$ cat src/rtl/boron_key_schedule_round_if.sv
// Key-schedule round bus: round constant and current key in, registered next key out.
interface boron_key_schedule_round_if;
   logic [4:0]  round_counter;
   logic [79:0] i_ks_oldkey;
   logic [79:0] o_ks_newkey;

   modport master (
      output round_counter,
      output i_ks_oldkey,
      input  o_ks_newkey
   );

   modport slave (
      input  round_counter,
      input  i_ks_oldkey,
      output o_ks_newkey
   );
endinterface

$ cat src/rtl/boron_key_schedule_round.sv
// BORON-80 key schedule round: rotate left 13, S-box low nibble, XOR RC into bits 63:59.
// One-cycle registered latency; no handshake, a new result is loaded on every clock edge.
module boron_key_schedule_round (
   input  logic                          clk,
   input  logic                          rst,
   boron_key_schedule_round_if.slave     ks
);

   logic [79:0] rot;
   logic [79:0] next_key;

   function automatic logic [3:0] sbox(input logic [3:0] x);
      logic [3:0] y;
      case (x)
         4'h0: y = 4'hE;
         4'h1: y = 4'h4;
         4'h2: y = 4'hB;
         4'h3: y = 4'h1;
         4'h4: y = 4'h7;
         4'h5: y = 4'h9;
         4'h6: y = 4'hC;
         4'h7: y = 4'hA;
         4'h8: y = 4'hD;
         4'h9: y = 4'h2;
         4'hA: y = 4'h0;
         4'hB: y = 4'hF;
         4'hC: y = 4'h8;
         4'hD: y = 4'h5;
         4'hE: y = 4'h3;
         default: y = 4'h6;
      endcase
      return y;
   endfunction

   always_comb begin
      rot             = {ks.i_ks_oldkey[66:0], ks.i_ks_oldkey[79:67]};
      next_key        = rot;
      next_key[3:0]   = sbox(rot[3:0]);
      next_key[63:59] = rot[63:59] ^ ks.round_counter;
   end

   always_ff @(posedge clk or posedge rst) begin
      if (rst) begin
         ks.o_ks_newkey <= 80'h0;
      end else begin
         ks.o_ks_newkey <= next_key;
      end
   end

endmodule

$ cat src/flat_wrapper.sv
// flat-port wrapper written by rule: the top's interface ports become plain ports
module boron_key_schedule_round_flat 
  (clk, rst, ks_round_counter, ks_i_ks_oldkey, ks_o_ks_newkey);
  boron_key_schedule_round_if ks_i ();
  input  logic clk;
  input  logic rst;
  input wire logic [$bits(ks_i.round_counter)-1:0] ks_round_counter;
  input wire logic [$bits(ks_i.i_ks_oldkey)-1:0] ks_i_ks_oldkey;
  output wire logic [$bits(ks_i.o_ks_newkey)-1:0] ks_o_ks_newkey;
  assign ks_i.round_counter = ks_round_counter;
  assign ks_i.i_ks_oldkey = ks_i_ks_oldkey;
  assign ks_o_ks_newkey = ks_i.o_ks_newkey;
  boron_key_schedule_round u_core (.clk(clk), .rst(rst), .ks(ks_i));
endmodule
$ cat config.mk
export PLATFORM = sky130hd
export DESIGN_NAME = boron_key_schedule_round_flat
export DESIGN_NICKNAME = d
export VERILOG_FILES = /design/src/rtl/boron_key_schedule_round_if.sv /design/src/rtl/boron_key_schedule_round.sv /design/src/flat_wrapper.sv
export SDC_FILE = /design/constraint.sdc
export NUM_CORES = 1
export LEC_CHECK = 0
export BUFFER_PORTS_ARGS = -buffer_cell sky130_fd_sc_hd__buf_2
export CORE_MARGIN = 2
export CORE_UTILIZATION = 39
export CTS_CLUSTER_DIAMETER = 120
export DETAILED_ROUTE_END_ITERATION = 10
export PLACE_DENSITY_LB_ADDON = 0.15
export SLEW_MARGIN = 10
export SYNTH_ARGS = -nofsm -noshare
export SYNTH_HDL_FRONTEND = slang
export SYNTH_SLANG_ARGS = --single-unit
$ cat constraint.sdc
create_clock -name clk -period 2.96 [get_ports clk]
set_input_delay 0.296 -clock clk [delete_from_list [all_inputs] [get_ports clk]]
set_output_delay 0.296 -clock clk [all_outputs]
set_load 0.01 [all_outputs]
==> metrics.md <==
| Metric | Value |
|---|---|
| CP Max Fanout | `28` |
| PwrDens | `670.4 nW/um2` |
| Warnings from Yosys | `0` |
| Vias in the first global route | `approximately 1400` |
| Vias post-DR | `around 1400` |
| Hold-fix buffers, CTS | `1` |
| CTS tree | `built` |
| Final #Nets | `373` |
| Delay-heaviest family, CP | `buffers and inverters` |
| H-tree levels | `3` |
| Commonest cells after routing, fill and taps aside | `buf_2 (166), dfrtp_1 (80), clkbuf_8 (10)` |
| # rows | `27` |
| WP data arrival | `approximately 1.7 ns` |
| Most flops, register | `u_core.ks.o_ks_newkey` |
| WHS | `0.06317 ns` |
| Critical Path Stages | `4` |
| Drt wl/cell | `13.45 um` |
| Syn Std Cell Area | `2180 um2` |
| Synthesized Nets | `194` |
| WS Path Type | `primary input to asynchronous set/reset pin` |
| Final Core Density | `between 60% and 70%` |
| WL final | `4856 um` |
| Worst VDD drop | `340.0 uV` |
| Worst setup margin | `1.750 ns` |
| Initial antenna violation count | `0` |
| Synthesis-to-layout area growth | `53.73%` |
| Worst-case clock buffer depth | `2` |
| Compound-Gate Fraction of Synth Area | `2.009%` |
| Number of DRC markers in iteration 0 | `57` |
| CP Capture Type | `asynchronous set/reset pin` |
| Port Buf Inserts | `between 150 and 200` |
| Remaining Overflow, GRT | `0` |
| Slew at the pin closest to its max-slew limit | `0.4312 ns` |
| Outcome | `finished, final reports clean` |
| M3 GR Usage | `4.659%` |
| Post-synthesis xor/xnor area fraction | `2.813%` |
| Inserted Clock Buffers | `9` |
| Final Slew Violations | `0` |
| CP required | `3.44 ns` |
| Global-route wire length before repair | `7093 um` |
| Die height | `78.76 um` |
| Setup bufs post-CTS | `0` |
| Seq cells post-synth | `80` |
| Crit path buffers/inverters | `4` |
| Fmax | `826.2 MHz` |
| Hold path start | `ks_i_ks_oldkey[23]` |
| Fill count | `444` |
| Worst slew margin | `71.22%` |
| Met2 usage | `about a quarter` |
| Placed cell areas | `between 3000 and 4000 um2` |
| Finished Cell Area | `3351 um2` |
| Hold depth | `1` |
| Worst hold path class | `primary input to flip-flop` |
| Setup TNS | `0 ns` |
| Critical Path Start Type | `primary input` |
| Period utilization | `40.89%` |
| Sequential area share after synthesis | `91.85%` |
| Minimum clock period | `1.210 ns` |
| Final Hold Viols | `0` |
| Post-DP HPWL | `3829 um` |
| Most common cell after layout, fill and taps aside | `buf_2` |
| Drt pass-1 iters | `4` |
| Setup WS pre-CTS | `1.599 ns` |
| Adder-Cell Fraction of Synth Area | `1.148%` |
| Synth Area per Inst | `20.76 um2` |
| Post-Synthesis Cells | `about 110` |
| Crit-path max cell delay | `0.54 ns` |
| Die width | `78.76 um` |
| DR vias/cell | `3.947` |
| Post-Synth Simple-Gate Area | `less than 1%` |
| GP Congestion | `0.7265` |
| Main combinational cell family by area after synthesis | `XOR/XNOR gates` |
| Core area | `5439 um2` |
| Antenna Cells | `0` |
| Multiplexer share of the synthesized area | `less than 1%` |
| Starting density of the core | `40.07%` |
| LEAKAGE | `between 1.5 and 2 nW` |
| Distinct cells, synth | `13` |
| RSZ-0062 raised after global routing | `no` |
| Num Clock Sinks | `80` |
| PostCTS Resize Cnt | `0` |
| Critical path, cell by cell | `dlygate4sd3_1 > buf_2 > clkinv_2 > buf_4` |
| Final setup fails | `0` |
| Reg clk slew, reported paths | `0.09 ns` |
| M1 GR Usage | `a little under a fifth` |
| Hold path endpoint | `u_core.ks.o_ks_newkey[36]` |
| Largest regs | `u_core.ks.o_ks_newkey: 80 flops` |
| Largest net degree at the start of global routing | `29` |
| Layout cell share with drive strength beyond 1 | `around 65%` |
| GRT Total Usage | `between 15 and 20%` |
| Global-route layer with the greatest usage | `met2` |
| CTS root buffer | `clkbuf_8` |
| DRC | `0` |
| Max Cap Viol | `0` |
| Final antenna-violating net count | `0` |
| IO Pins | `approximately 170` |
| Die area | `between 6000 and 7000 um2` |
| Slowest CP cell | `dlygate4sd3_1` |
| Number of flip-flops in the largest register | `80` |
[layer usage]
layer | part of all wire (%) | wire (um) | vias up
met5 | 0 | 0 | -
met4 | 2.6 | 125 | 0
met3 | 8.8 | 428 | 9
met2 | 53 | 2551 | 82
met1 | 36 | 1751 | 651
li1 | - | - | 683
[worst max path at each step]
stage	slack (ns)	end	from
CTS	1.72	u_core.ks.o_ks_newkey[64]	rst
global route	1.59	u_core.ks.o_ks_newkey[32]	rst
global placement	1.63	u_core.ks.o_ks_newkey[3]	ks_i_ks_oldkey[68]
finish	1.75	u_core.ks.o_ks_newkey[64]	rst
floorplan	0.61	u_core.ks.o_ks_newkey[0]	rst
detailed placement	1.60	u_core.ks.o_ks_newkey[2]	ks_i_ks_oldkey[68]
[kinds of logic (layout without fill, tap and decap cells)]
group / Yosys count / count (layout)
simple gates: 3 / 3
buf+inv: 5 / 189
fa+ha+maj: 2 / 2
mux: 1 / 1
xor+xnor: 7 / 7
flops: 80 / 80
compound gates: 7 / 7
[final cells by class]
type,instances,area [um2],area share (%)
clock buffer,10,137.6,4.108
clock inverter,6,91.34,2.726
inverter,4,16.27,0.4854
multi-input combinational,20,157.7,4.705
sequential,80,2002,59.75
tap,72,90.09,2.689
timing repair buffer,169,855.8,25.54
[Yosys cell counts, drive strengths merged]
cell type / instances / area [um2]
dfrtp: 80 / 2002
mux2i: 1 / 10.01
a21oi: 5 / 28.78
xnor2: 1 / 8.760
inv: 4 / 15.01
and2b: 1 / 10.01
clkbuf: 1 / 5.000
nor2: 2 / 7.510
xor2: 6 / 52.55
a211oi: 2 / 15.01
ha: 2 / 25.02
[per-stage QoR]
| step | instances | power [mW] |
|---|---|---|
| 2_1_floorplan | 105 | 1.264 |
| 5_1_grt | 361 | 2.354 |
| 4_1_cts | 361 | 2.276 |
| 3_3_place_gp | 344 | 1.394 |
| 3_5_place_dp | 344 | 1.399 |
| 6_report | 361 | 2.246 |
[where the power goes]
group / total (mW) / internal (mW) / switching, mW
clock network: 0.873 / 0.501 / 0.372
registers: 1.17 / 1.15 / 0.0132
logic: 0.206 / 0.0961 / 0.110
total: 2.25 / 1.75 / 0.496
(Power assumes the default switching activity.)
